<file path="config.mk">
export PLATFORM = sky130hd
export DESIGN_NAME = ysyx_22050039_ifu
export DESIGN_NICKNAME = d
export VERILOG_FILES = /design/src/rtl/ysyx_22050039_ifu.sv
export SDC_FILE = /design/constraint.sdc
export NUM_CORES = 1
export LEC_CHECK = 0
export BUFFER_PORTS_ARGS = -buffer_cell sky130_fd_sc_hd__buf_2
export CORE_MARGIN = 1.5
export CORE_UTILIZATION = 51
export DETAILED_ROUTE_END_ITERATION = 10
export PLACE_DENSITY = 0.83
export SYNTH_ARGS = -nofsm -noshare
export SYNTH_HDL_FRONTEND = slang
export SYNTH_SLANG_ARGS = --single-unit
export TNS_END_PERCENT = 20
</file>
<file path="constraint.sdc">
create_clock -name clk -period 2.95 [get_ports clk]
set_clock_uncertainty 0.05 [all_clocks]
set_input_delay 0.1475 -clock clk [delete_from_list [all_inputs] [get_ports clk]]
set_output_delay 0.1475 -clock clk [all_outputs]
set_load 0.01 [all_outputs]
</file>
<file path="src/rtl/ysyx_22050039_ifu.sv">
// ysyx_22050039_ifu - instruction fetch stage.
// Owns the PC and keeps at most one instruction-memory request in flight.
// The fetched word and its PC go to decode over a valid/ready handshake.
// A redirect from execute overrides the PC in any state. A response that
// is still owed for a wrong-path fetch is marked with 'squash' and dropped.
// Optional build macro YSYX_22050039_IFU_PERF_EN adds two 64-bit counters:
// perf_fetch_cnt and perf_stall_cnt.
module ysyx_22050039_ifu #(
  parameter int              XLEN     = 64,
  parameter int              INST_LEN = 32,
  parameter logic [XLEN-1:0] RESET_PC = 64'h8000_0000
) (
  input  logic                clk,
  input  logic                rst,
  output logic                imem_req_valid,
  input  logic                imem_req_ready,
  output logic [XLEN-1:0]     imem_req_addr,
  input  logic                imem_resp_valid,
  input  logic [INST_LEN-1:0] imem_resp_data,
  output logic                inst_valid,
  input  logic                inst_ready,
  output logic [INST_LEN-1:0] inst,
  output logic [XLEN-1:0]     inst_pc,
  input  logic                redirect_valid,
  input  logic [XLEN-1:0]     redirect_pc
`ifdef YSYX_22050039_IFU_PERF_EN
  ,
  output logic [63:0]         perf_fetch_cnt,
  output logic [63:0]         perf_stall_cnt
`endif
);

  localparam logic [1:0] S_REQ  = 2'd0;
  localparam logic [1:0] S_WAIT = 2'd1;
  localparam logic [1:0] S_HOLD = 2'd2;

  logic [1:0]      state;
  logic [XLEN-1:0] pc;
  logic            squash;
  logic            started;
  logic            req_fire;

  assign imem_req_valid = started && (state == S_REQ);
  assign imem_req_addr  = pc;
  assign inst_valid     = (state == S_HOLD);
  assign req_fire       = imem_req_valid && imem_req_ready;

  // Keep the request low during reset and for the cycle in which reset is released.
  always_ff @(posedge clk or negedge rst) begin
    if (!rst) begin
      started <= 1'b0;
    end else begin
      started <= 1'b1;
    end
  end

  // Fetch FSM. In every state a redirect has priority over memory and decode events.
  always_ff @(posedge clk or negedge rst) begin
    if (!rst) begin
      state   <= S_REQ;
      pc      <= RESET_PC;
      inst    <= '0;
      inst_pc <= RESET_PC;
      squash  <= 1'b0;
    end else begin
      case (state)
        S_REQ: begin
          if (redirect_valid) begin
            pc <= redirect_pc;
          end
          if (req_fire) begin
            state  <= S_WAIT;
            squash <= redirect_valid;
          end
        end
        S_WAIT: begin
          if (redirect_valid) begin
            pc <= redirect_pc;
            if (imem_resp_valid) begin
              squash <= 1'b0;
              state  <= S_REQ;
            end else begin
              squash <= 1'b1;
            end
          end else if (imem_resp_valid) begin
            if (squash) begin
              squash <= 1'b0;
              state  <= S_REQ;
            end else begin
              inst    <= imem_resp_data;
              inst_pc <= pc;
              state   <= S_HOLD;
            end
          end
        end
        S_HOLD: begin
          if (redirect_valid) begin
            pc    <= redirect_pc;
            state <= S_REQ;
          end else if (inst_ready) begin
            pc    <= pc + XLEN'(4);
            state <= S_REQ;
          end
        end
        default: begin
          state <= S_REQ;
        end
      endcase
    end
  end

`ifdef YSYX_22050039_IFU_PERF_EN
  logic inst_fire;
  logic stall_cycle;

  assign inst_fire   = inst_valid && inst_ready;
  assign stall_cycle = ((state == S_REQ) || (state == S_WAIT)) && !redirect_valid;

  // Count delivered instructions and the cycles spent waiting on memory.
  always_ff @(posedge clk or negedge rst) begin
    if (!rst) begin
      perf_fetch_cnt <= '0;
      perf_stall_cnt <= '0;
    end else begin
      if (inst_fire) begin
        perf_fetch_cnt <= perf_fetch_cnt + 64'd1;
      end
      if (stall_cycle) begin
        perf_stall_cnt <= perf_stall_cnt + 64'd1;
      end
    end
  end
`else
  // This build has no performance counters.
`endif

endmodule
</file>
# After elaboration in Yosys (flattened, before gate mapping)

Cells that the tools add are included.

Bits in registers: 164
Memory bits (writable): 0
Memories kept: 0
Memory bits (read-only): 0
Bits in latches: 0
Output and inout bits: 162

Reduce and logical (&&, ||, !) cells: 10
$add $sub $neg: 1
Bitwise gates (word level): 2
Multiply operators: 0
Muxes and demuxes: 17
Order comparisons: 0
Div/mod/pow operators: 0
Eq/ne operators: 7
Shift operators: 0

Operators by type and width:

| kind                                          | number |
|---|---|
| 2-to-1 mux 64 bit                             | 3 |
| case mux 64 bit (2 select lines)              | 1 |
| adder 64 x 3 -> 64 bit, second input constant | 1 |
| 2-to-1 mux 2 bit                              | 7 |
| AND reduction 3 bit                           | 3 |
| case mux 2 bit (3 select lines)               | 1 |
| 2-to-1 mux 1 bit                              | 4 |
| != test 2 bit, second input constant          | 2 |
| AND reduction 4 bit                           | 1 |
| nonzero test 2 bit                            | 2 |
| != test 3 x 1 -> 1 bit, second input constant | 1 |
| != test 3 bit, second input constant          | 1 |
| == test 2 x 1 -> 1 bit, second input constant | 1 |
| == test 2 bit, second input constant          | 1 |
| logical AND 1 bit                             | 2 |
| zero test 2 bit                               | 1 |
| != test 2 x 1 -> 1 bit, second input constant | 1 |
| NOT 1 bit                                     | 2 |
| case mux 1 bit (2 select lines)               | 1 |
| OR reduction 2 bit                            | 1 |

# Depth between registers and ports, before layout

Depth after elaboration: 5
Mapped depth: 7

# Worst setup path after synthesis

OpenSTA, ideal clock, no wires.

Path type: reg-to-reg
From: register pc[2], in the netlist imem_req_addr[2]
To: register pc[54], in the netlist imem_req_addr[54]
Data arrival time: 2.136 ns
Path slack: 0.640 ns
Path buffers: 1
Setup time: 0.124 ns
Cell stages (with the launch flop): 8
Clock period less this slack: 2.310 ns
Required time: 2.776 ns
Cell sequence: dfrtp_1 > ha_1 > nand3_2 > or4_4 > nor4_4 > buf_4 > nor2_1 > a211o_1

Cells in the longest elaborated chain, start to end: 4

Ends and longest elaborated chain:

| element                          | RTL line | source |
|---|---|---|
| start: declaration               | 38       | `logic [XLEN-1:0] pc;` |
| start signal: assignment         | 69       | `pc <= redirect_pc;` |
| start signal: assignment         | 78       | `pc <= redirect_pc;` |
| start signal: assignment         | 98       | `pc <= redirect_pc;` |
| adder 64 x 3 -> 64 bit           | 101      | `pc <= pc + XLEN'(4);` |
| 2-to-1 mux 64 bit                | 100      | `end else if (inst_ready) begin` |
| 2-to-1 mux 64 bit                | 97       | `if (redirect_valid) begin` |
| case mux 64 bit (2 select lines) | 66       | `case (state)` |

No other way between the ends. The select of a mux whose other input is x is not followed.
A chain may end at the register's enable or synchronous reset.

# Worst setup path in the final report

From: register pc[2], in the netlist imem_req_addr[2]
To: register pc[36], in the netlist imem_req_addr[36]

The elaborated chain is that of the path after synthesis.

==> flow_summary.ini <==
[logic_synthesis]
yosys_warnings = 0
synth-seq-area-share = 0.499
synth.distinct_cells = 58
avgSynthCellArea_um2 = 10.3
synth_enable_flop_cells = 0
syn_inst = 800
netlist_area_um2 = 8220
synth_nets = 903
async_reset_ff_frac = 1.00
synth-main-ff-cell = dfrtp_1
synth_seq_cells = 164

[status]
status = finished clean

[hold_path]
hold_path_end = imem_req_addr[2]
hold_depth = 3
hp-class = input port to register
hold_start = redirect_pc[2]

[global_route]
antenna_found_initial = 1
grt_overflow = 0
grt_max_degree = 72
grt_pass1_wl_um = 39400
grt_pass1_vias = 7570
grt_use_total = 0.302

[sta]
tns_ns = 0
period_share = 0.849
rsz0062_at_grt = no
worstMarginPinSlew_ns = 0.838
period_minus_slack_ns = 2.50
holdWs_ns = 0.000330
maxSlewHeadroom = 0.441
hold_viol_final = 0
fmax_mhz = 399
final_max_slew_viol_count = 0
setup_slack_ns = 0.446
setup_viol = 0

[floorplan]
die_y_um = 130
die-area_um2 = 16900
io_pins = 264
start_util = 0.519
die_x_um = 130
fp.coreArea_um2 = 15800
rows = 46

[placed_design]
place_congestion = 0.960
io_buffers = 263
dpl.hpwl_um = 17400
pre_cts_ws_ns = 0.463

[final_layout]
final_common_cell = buf_2
final_cell_mix = buf_2 (262), dfrtp_1 (162), mux2_2 (92)
fillers = 1170
fin_util = 0.698
diodes = 0
area_growth_pct = 34.3
layout-drive-gt1-share = 0.383
final_nets = 1209

[routing]
antenna_left = 0
drt_wl_total_um = 25600
routedWlPerCell_um = 19.1
via_count = 7990
drt_iter0_markers = 938
vias_per_cell = 5.99
dr.pass1.iters = 6
drcViolationCount = 0

[critical_path]
r2r_cells = 6
crit_path_start_kind = register
crit_type = register to register
worstPathRequired_ns = 3.23
rr_endpoint = imem_req_addr[36]
cp.arrival_ns = 2.78
reg2reg_from = imem_req_addr[2]
worstPathMaxFanout = 7
timing.reg2reg.setup_slack_ns = 0.45
worst_setup_path_end_kind = register

[clock_tree]
clk_pin_slew_worst_paths_ns = 0.06
htree_levels = 4
ctsHoldBuffers = 63
cts_setup_buffers = 0
clockBufferDepth = 2
cts_resized = 0
cts_buffers = 17
clockRootBuffer = clkbuf_16
insertion_delay_ns = 0.43
cts_sinks = 164
cts_tree = built

[power]
leakagePower_uw = 0.00498
vdd_ir_drop_max_mv = 0.441
power_density_nw_per_um2 = 768

[run]
maxCapViolCount = 0
-- how the worst max path moves through the flow --
stage	start	endpoint	slack, ns	depth (start not counted)
2_1_floorplan	imem_req_addr[2]	imem_req_addr[54]	0.64	7
4_1_cts	imem_req_addr[2]	imem_req_addr[36]	0.45	6
3_3_place_gp	imem_req_addr[2]	imem_req_addr[36]	0.54	6
3_5_place_dp	imem_req_addr[2]	imem_req_addr[36]	0.46	6
5_1_grt	imem_req_addr[3]	imem_req_addr[48]	0.19	6
6_report	imem_req_addr[2]	imem_req_addr[36]	0.45	6
-- flip-flops by register name, summed over array words and instances, names as in the netlist --
register       count
started            1
state              2
squash             1
inst_pc           64
inst              32
imem_req_addr     64
-- layer usage --
| metal | vias up | GRT usage | share of wire |
|---|---|---|---|
| met5 | - | 0 | 0.00043 |
| met4 | 2 | 0.0980 | 0.020 |
| met3 | 49 | 0.0783 | 0.092 |
| met2 | 458 | 0.512 | 0.49 |
| met1 | 3867 | 0.378 | 0.39 |
| li1 | 3614 | - | - |
-- cell type report --
| type | count | area [um2] | share of cell area |
|---|---|---|---|
| Clock buffer | 18 | 439 | 0.0398 |
| Multi-Input combinational cell | 573 | 3890 | 0.352 |
| Sequential cell | 164 | 4110 | 0.372 |
| Tap cell | 216 | 270 | 0.0245 |
| Inverter | 5 | 18.8 | 0.00170 |
| Clock inverter | 14 | 190 | 0.0172 |
| Timing Repair Buffer | 345 | 2130 | 0.193 |
-- critical path, stage by stage (launching register included) --
cell and delay [ns]:
dfrtp_1 0.47, ha_1 0.25, nand3_2 0.14, or4_4 0.63, nor4_4 0.45, a311oi_1 0.16, a311oi_1 0.25
-- where the power goes --
group	internal, uW	switching (uW)	total [uW]
combinational	1260	1260	2520
sequential	3020	566	3590
clock	1390	985	2370
total	5670	2810	8480
-- cells in the mapped netlist, drive strengths merged (2+ instances only) --
cell type | instances | area (um2)
clkbuf | 44 | 166
nand4 | 31 | 194
o21ai | 37 | 185
a21oi | 44 | 220
inv | 5 | 18.8
and2 | 9 | 56.3
a211o | 3 | 26.3
dfrtp | 162 | 4050
nand3 | 41 | 215
and4 | 10 | 87.6
a31oi | 11 | 68.8
mux2 | 92 | 1040
a22oi | 4 | 30.0
nor3b | 3 | 27.5
mux2i | 4 | 40.0
nor2 | 53 | 199
o22a | 12 | 105
nor4b | 2 | 17.5
and3 | 21 | 131
dfstp | 2 | 52.6
o211ai | 3 | 22.5
buf | 14 | 66.3
nor3 | 23 | 120
nand3b | 2 | 15.0
o22ai | 12 | 75.1
or4 | 6 | 56.3
nor4 | 19 | 183
a31o | 3 | 26.3
a41oi | 3 | 26.3
a211oi | 15 | 113
or3 | 16 | 105
a311oi | 9 | 78.8
a2bb2oi | 4 | 35.0
nand2b | 3 | 18.8
nand2 | 66 | 248
-- metrics by stage --
stage	power [uW]	area [um2]	std cells
after detailed placement	6040	9780	1240
after global placement	5940	9780	1240
after floorplan	4850	8220	800
after CTS	8460	11000	1335
final	8480	11000	1335
after global routing	8950	11000	1335
-- logic make-up after synthesis --
logic type / Yosys count / share of synthesized area
AND/OR/NAND/NOR: 309 / 0.208
AO/OA/AOI/OAI: 166 / 0.129
flip-flops: 164 / 0.499
multiplexers: 96 / 0.131
buffers and inverters: 63 / 0.0306
adder cells (fa/ha/maj): 1 / 0.00152
other: 1 / 0.000456
No activity file was read; power rests on OpenSTA's default activity.
